### config.mk
export PLATFORM = sky130hd
export DESIGN_NAME = sqrt_req_arbiter
export DESIGN_NICKNAME = d
export VERILOG_FILES = /design/src/rtl/sqrt_req_arbiter_pkg.sv /design/src/rtl/sqrt_req_arbiter_rr_pick.sv /design/src/rtl/sqrt_req_arbiter.sv
export SDC_FILE = /design/constraint.sdc
export NUM_CORES = 1
export LEC_CHECK = 0
export BUFFER_PORTS_ARGS = -buffer_cell sky130_fd_sc_hd__buf_2
export CAP_MARGIN = 20
export CELL_PAD_IN_SITES_DETAIL_PLACEMENT = 0
export CELL_PAD_IN_SITES_GLOBAL_PLACEMENT = 2
export CORE_AREA = 2 2 88 73
export CTS_BUF_LIST = sky130_fd_sc_hd__clkbuf_8 sky130_fd_sc_hd__clkbuf_16
export DETAILED_ROUTE_END_ITERATION = 7
export DIE_AREA = 0 0 90 75
export PLACE_DENSITY_LB_ADDON = 0.1
export SLEW_MARGIN = 5
export SYNTH_ARGS = -nofsm -noshare
export SYNTH_HDL_FRONTEND = slang
export SYNTH_SLANG_ARGS = --single-unit
### constraint.sdc
create_clock -name clk -period 4.6 [get_ports clk]
set_input_delay 0.46 -clock clk [delete_from_list [all_inputs] [get_ports clk]]
set_output_delay 0.46 -clock clk [all_outputs]
set_load 0.005 [all_outputs]
### src/rtl/sqrt_req_arbiter_pkg.sv
// rtl/sqrt_req_arbiter_pkg.sv - shared state encoding and operand/result widths for the sqrt arbiter
package sqrt_req_arbiter_pkg;

  localparam int OPW  = 8;
  localparam int RESW = 4;

  typedef enum logic [1:0] {
    IDLE  = 2'd0,
    ISSUE = 2'd1,
    WAIT  = 2'd2,
    RESP  = 2'd3
  } state_t;

endpackage

### src/rtl/sqrt_req_arbiter_rr_pick.sv
// rtl/sqrt_req_arbiter_rr_pick.sv - combinational rotating-priority pick starting at ptr
module rr_pick #(
  parameter int NREQ = 4,
  parameter int IDW  = 3
) (
  input  logic [NREQ-1:0] req,
  input  logic [IDW-1:0]  ptr,
  output logic            gnt_valid,
  output logic [IDW-1:0]  gnt_idx
);

  // Scan offsets from farthest to nearest so the requester closest to ptr wins.
  always_comb begin
    gnt_valid = 1'b0;
    gnt_idx   = '0;
    for (int k = NREQ - 1; k >= 0; k--) begin
      for (int p = 0; p < NREQ; p++) begin
        if (ptr == IDW'(p) && req[(p + k) % NREQ]) begin
          gnt_valid = 1'b1;
          gnt_idx   = IDW'((p + k) % NREQ);
        end
      end
    end
  end

endmodule

### src/rtl/sqrt_req_arbiter.sv
// rtl/sqrt_req_arbiter.sv - round-robin sequencer sharing one sqrt engine among NREQ clients
module sqrt_req_arbiter
  import sqrt_req_arbiter_pkg::*;
#(
  parameter int NREQ    = 4,
  parameter int TIMEOUT = 64,
  parameter int IDW     = 3
) (
  input  logic              clk,
  input  logic              resetN,
  input  logic [NREQ-1:0]   req,
  input  logic [8*NREQ-1:0] req_n,
  output logic [NREQ-1:0]   ack,
  output logic [RESW-1:0]   result,
  output logic              err,
  output logic              busy,
  output logic [IDW-1:0]    grant_id,
  output logic              eng_st,
  output logic [OPW-1:0]    eng_n,
  input  logic              eng_done,
  input  logic [RESW-1:0]   eng_sqrt
);

  localparam int CW = $clog2(TIMEOUT) + 1;
  localparam logic [CW-1:0]  CNT_LAST = CW'(TIMEOUT - 1);
  localparam logic [IDW-1:0] LAST_ID  = IDW'(NREQ - 1);

  state_t          state;
  logic [IDW-1:0]  ptr;
  logic [CW-1:0]   cnt;
  logic            gnt_valid;
  logic [IDW-1:0]  gnt_idx;
  logic [OPW-1:0]  sel_n;
  logic [NREQ-1:0] ack_vec;

  rr_pick #(
    .NREQ(NREQ),
    .IDW (IDW)
  ) u_pick (
    .req      (req),
    .ptr      (ptr),
    .gnt_valid(gnt_valid),
    .gnt_idx  (gnt_idx)
  );

  // Operand of the requester the picker would grant this cycle.
  always_comb begin
    sel_n = '0;
    for (int i = 0; i < NREQ; i++) begin
      if (gnt_idx == IDW'(i)) sel_n = req_n[i*OPW +: OPW];
    end
  end

  // One-hot acknowledge vector for the currently granted requester.
  always_comb begin
    ack_vec = '0;
    for (int i = 0; i < NREQ; i++) begin
      ack_vec[i] = (grant_id == IDW'(i));
    end
  end

  // Sequencer: grant, start the engine, wait for done or timeout, then acknowledge.
  always_ff @(posedge clk or negedge resetN) begin
    if (!resetN) begin
      state    <= IDLE;
      ack      <= '0;
      result   <= '0;
      err      <= 1'b0;
      busy     <= 1'b0;
      grant_id <= '0;
      eng_st   <= 1'b0;
      eng_n    <= '0;
      ptr      <= '0;
      cnt      <= '0;
    end else begin
      ack    <= '0;
      eng_st <= 1'b0;
      case (state)
        IDLE: begin
          if (gnt_valid) begin
            grant_id <= gnt_idx;
            eng_n    <= sel_n;
            eng_st   <= 1'b1;
            busy     <= 1'b1;
            state    <= ISSUE;
          end
        end
        ISSUE: begin
          cnt   <= '0;
          state <= WAIT;
        end
        WAIT: begin
          // A done arriving on the last counted cycle still counts as success.
          if (eng_done) begin
            result <= eng_sqrt;
            err    <= 1'b0;
            state  <= RESP;
          end else if (cnt == CNT_LAST) begin
            result <= '0;
            err    <= 1'b1;
            state  <= RESP;
          end else begin
            cnt <= cnt + 1'b1;
          end
        end
        RESP: begin
          ack   <= ack_vec;
          ptr   <= (grant_id == LAST_ID) ? '0 : grant_id + 1'b1;
          busy  <= 1'b0;
          state <= IDLE;
        end
        default: begin
          busy  <= 1'b0;
          state <= IDLE;
        end
      endcase
    end
  end

endmodule

; ---- Word level (Yosys, flattened, before mapping)
; Cells that the tools add are included.
[op_classes]
add_sub_neg = 2
n_eq_ne = 17
mux = 53
reduce_logical = 28
[ops]
columns = op, n
row1 = $mux W2, 19
row2 = $mux W8, 4
row3 = $mux W1, 21
row4 = $eq A3 B2 Y1 const B, 6
row5 = $logic_and A1 B1 Y1, 16
row6 = $mux W7, 2
row7 = $pmux W7 S2, 1
row8 = $mux W4, 3
row9 = $eq A3 B1 Y1 const B, 3
row10 = $logic_not A3 Y1, 3
row11 = $pmux W2 S4, 1
row12 = $reduce_and A2 Y1, 4
row13 = $add A7 B1 Y7 const B, 1
row14 = $eq A7 B6 Y1 const B, 1
row15 = $ne A2 B2 Y1 const B, 3
row16 = $reduce_bool A2 Y1, 3
row17 = $eq A2 B2 Y1 const B, 2
row18 = $add A3 B1 Y3 const B, 1
row19 = $mux W3, 1
row20 = $ne A3 B3 Y1 const B, 1
row21 = $reduce_and A3 Y1, 1
row22 = $eq A2 B1 Y1 const B, 1
row23 = $logic_not A2 Y1, 1
row24 = $pmux W1 S2, 1
[totals]
reg_bits = 34
input_bits = 43

; ---- Logic depth before layout (Yosys ltp)
[logic_depth]
depth_word = 23
depth_mapped = 8

; ---- Hierarchy
; From an unflattened synthesis, not the netlist that was laid out.
[unflattened]
cells_unflattened = 157
area_unflattened_um2 = 1835.5
[modules_own_cells]
columns = module, instances, cells_per_inst, area_each_um2, seq_area_each_um2
row1 = sqrt_req_arbiter, 1, 137, 1717.9, 850.8
row2 = rr_pick, 1, 20, 117.6, 0.0

; ---- Worst setup path before layout
; OpenSTA, ideal clock, no wires.
[synth_path]
path_type = in2reg
from = in req[2]
to = reg eng_n[0]
setup_time_ns = 0.143
arrival_ns = 1.696
slack_ns = 2.760
stages = 6
n_path_buf = 1
path_cell_list = nor2b_1 or4b_4 and2_1 buf_6 a211oi_1 a211oi_1
[synth_via]
elab_chain_len = 19
word_cells_on_any_way = 39
cone_classes = 3 x eq/ne / 30 x mux / 6 x reduce/logical
[synth_lines]
columns = item, line_no
row1 = "start, declared", sqrt_req_arbiter.sv:11  ; input logic [NREQ-1:0] req,
row2 = $logic_and A1 B1 Y1, sqrt_req_arbiter_rr_pick.sv:18  ; if (ptr == IDW'(p) && req[(p + k) % NREQ]) begin
row3 = $mux W2 (13 in series), sqrt_req_arbiter_rr_pick.sv:18
row4 = $logic_not A3 Y1, sqrt_req_arbiter.sv:50  ; if (gnt_idx == IDW'(i)) sel_n = req_n[i*OPW +: OPW];
row5 = $mux W8 (4 in series), sqrt_req_arbiter.sv:50
row6 = "end signal, assigned", sqrt_req_arbiter.sv:82  ; eng_n <= sel_n;
row7 = "end, declared", sqrt_req_arbiter.sv:19  ; output logic [OPW-1:0] eng_n,
; Several ways; a longest one is shown, not always the timed one.
; A chain may end at the register's enable or synchronous reset.

; ---- Final worst setup path
[layout_path]
from = reg ptr[1]
to = reg eng_n[0]
[layout_via]
elab_chain_len = 23
word_cells_on_any_way = 61
cone_classes = 6 x eq/ne / 36 x mux / 19 x reduce/logical
[layout_lines]
columns = item, line_no
row1 = "start, declared", sqrt_req_arbiter.sv:29  ; logic [IDW-1:0] ptr;
row2 = "start signal, assigned", sqrt_req_arbiter.sv:108  ; ptr <= (grant_id == LAST_ID) ? '0 : grant_id + 1'b1;
row3 = $logic_not A3 Y1, sqrt_req_arbiter_rr_pick.sv:18
row4 = $logic_and A1 B1 Y1, sqrt_req_arbiter_rr_pick.sv:18
row5 = $mux W2 (16 in series), sqrt_req_arbiter_rr_pick.sv:18
row6 = $logic_not A3 Y1, sqrt_req_arbiter.sv:50
row7 = $mux W8 (4 in series), sqrt_req_arbiter.sv:50
; Several ways; a longest one is shown, not always the timed one.

==> summary.txt <==
Worst setup path
  • Crit. End Element: flop
  • Required @ worst endpoint: 4730 ps
  • Setup crit start kind: flop
  • Critical path data arrival time: 2220 ps
  • Crit Path Max Fanout: 11
  • CP Class: reg -> reg

Pwr
  • Max VDD drop: 0.000222 V
  • Leakage: 1.07 nW
  • Pwr/cell area: 571 nW/um2

STA
  • Slew Limit Headroom: 0.516
  • Final Cycle Share: 0.455
  • Fmax: 478 MHz
  • Tmin final: 2090 ps
  • Fin. Hold Viols: 0
  • RSZ-0062 raised after global routing: false
  • Slew Viols, Final: 0
  • Worst Skew: 6.24 ps
  • Worst Tran Pin Value: 725 ps
  • Setup TNS: 0 ps
  • Setup Viol. Count Final: 0

Synth
  • Yosys reg bits: 32
  • Post-synth top cells: dfrtp_1 (32), a211oi_1 (15), nor2_1 (14)
  • Area leader, netlist: dfrtp_1
  • Post-synth EDFFs: 0
  • Post-synth top area share: 0.454
  • Synth warnings: 0
  • Fraction of registers with async set/reset: 1.00
  • Mapped Cells: 170
  • Mapped Avg Cell Area: 10.4 um2
  • Area of the mapped netlist: 1770 um2
  • Sequential share of the synthesized area: 0.454
  • Top-count cell post-synth: dfrtp_1
  • Post-synth top flop: dfrtp_1
  • Largest cells by area after synthesis: dfrtp_1 (45%), ha_1 (7.1%), a211oi_1 (6.4%)
  • Post-synth cell types: 41
  • Synthesized net count: 223

Floorplanning
  • Die ar.: 6750 um2
  • Die H: 75 um
  • Core region area: 5820 um2
  • Standard-cell rows: 25
  • Ports: 65
  • Starting Density: 0.303
  • Die Width: 90 um

Routing
  • Vias: 1502
  • WL/cell: 14.6 um
  • Initial drt markers: 43
  • DRT Wirelength: 4.61 mm
  • Vias per cell: 4.77
  • Drc violations: 0
  • Post-DRT Antenna Nets: 0
  • First drt pass iteration count: 4

Clock network
  • Clock Root Buffer: clkbuf_8
  • Clk sinks: 32
  • Clk Latency, worst-skew pair: 280 ps
  • Post-CTS Hold Fix Bufs: 0
  • Resize count post-CTS: 0
  • H-Tree Depth: 2
  • Setup Fix Bufs, Post-CTS: 0
  • Clk buf depth: 2
  • Cts bufs inserted: 5
  • Clock slew at reported path FFs: 70 ps
  • CTS tree: built

Run
  • Max-Cap Viols: 0

Final layout
  • Final Non-Filler Cells: 315
  • Fillers: 610
  • # diodes: 0
  • Area grow syn2layout: 26.3%
  • Layout cells sized above 1: 0.338
  • Nets: 287

Global route
  • Grt ovf: 0
  • Total track usage: 0.137
  • Pin count of the biggest net entering global routing: 33
  • Vias in the first global route: 1451
  • Initial antenna violation count: 0
  • First-pass GRT wire length: 7.17 mm

Placement
  • PortBufs: 63
  • Post-Place Cells: 307
  • Routability cong.: 0.748
  • DP Wirelength: 3.58 mm

Status
  • Status: finished clean

Hold path
  • Hold Path Class: in -> async
-- routing by layer --
| layer | wire length (um) | track usage | vias to the layer above |
|---|---|---|---|
| met5 | 0 | 0 | - |
| met4 | 20 | 0.0359 | 0 |
| met3 | 215 | 0.0410 | 2 |
| li1 | - | - | 745 |
| met2 | 2130 | 0.232 | 38 |
| met1 | 2240 | 0.175 | 717 |
-- registers in the layout, summed over array words and instances, names as in the netlist, 2 cells and up --
name      count
eng_n         8
grant_id      2
state         2
cnt           7
ptr           2
result        4
ack           4
-- worst max-delay path, cell delays in order, from the launching register on --
cell and delay [ps]:
dfrtp_1 410, or4_1 790, and2_1 360, a211oi_1 300
a211oi_1 80
-- cells by family (layout without fill, tap and decap cells) --
| kind of cell | count (synthesis) | count (layout) | share of synthesized area |
|---|---|---|---|
| other cells | 1 | 1 | 0.00212 |
| buf+inv | 16 | 80 | 0.0496 |
| fa+ha+maj | 10 | 10 | 0.0709 |
| flops | 32 | 32 | 0.454 |
| simple gates | 50 | 50 | 0.155 |
| mux | 10 | 10 | 0.0588 |
| compound gates | 51 | 51 | 0.210 |
-- where the power goes --
group          internal (mW)  total (mW)  switching [mW]
Clock                  0.133       0.234           0.101
Sequential             0.393       0.468          0.0753
Combinational          0.251       0.572           0.320
-- layout make-up --
class	count	area [um2]	area share
Tap cell	81	101	0.0455
Multi-Input combinational cell	122	877	0.393
Inverter	9	33.8	0.0152
Sequential cell	32	801	0.359
Timing Repair Buffer	64	320	0.144
Clock buffer	7	96.3	0.0432
-- placed cells by master, fill, tap and decap left out, drive strengths merged, types with 6 or more instances in the layout --
master / n
inv: 9
nand2: 11
buf: 64
o21ai: 10
nand3: 6
a21boi: 8
nor2: 14
ha: 10
a211oi: 15
clkbuf: 7
mux2i: 7
dfrtp: 32
-- worst paths after layout --
check / cells past startpoint / slack (ps) / from / endpoint
max in group asynchronous: 1 / 3890 / resetN / result[0]$_DFFE_PN0P_
min: 1 / 240 / resetN / cnt[5]$_DFFE_PN0P_
min in group clk: 2 / 450 / eng_sqrt[0] / result[0]$_DFFE_PN0P_
min reg2reg: 1 / 480 / cnt[5]$_DFFE_PN0P_ / cnt[5]$_DFFE_PN0P_
max reg2reg: 4 / 2510 / ptr[1]$_DFFE_PN0P_ / eng_n[0]$_DFFE_PN0P_
max: 4 / 2510 / ptr[1]$_DFFE_PN0P_ / eng_n[0]$_DFFE_PN0P_
-- through the flow --
stage / worst slack, ps / total power [mW] / util / hold WS (ps) / cell area [um2]
after detailed placement: 2240 / 1.05 / 0.366 / 470 / 2130
after global placement: 2310 / 1.03 / 0.366 / 472 / 2130
after global routing: 2390 / 1.38 / 0.383 / 283 / 2230
after floorplan: 2760 / 0.856 / - / 164 / 1770
after CTS: 2490 / 1.29 / 0.382 / 263 / 2220
final: 2510 / 1.27 / 0.383 / 236 / 2230
Power figures use the tool's default switching activity.
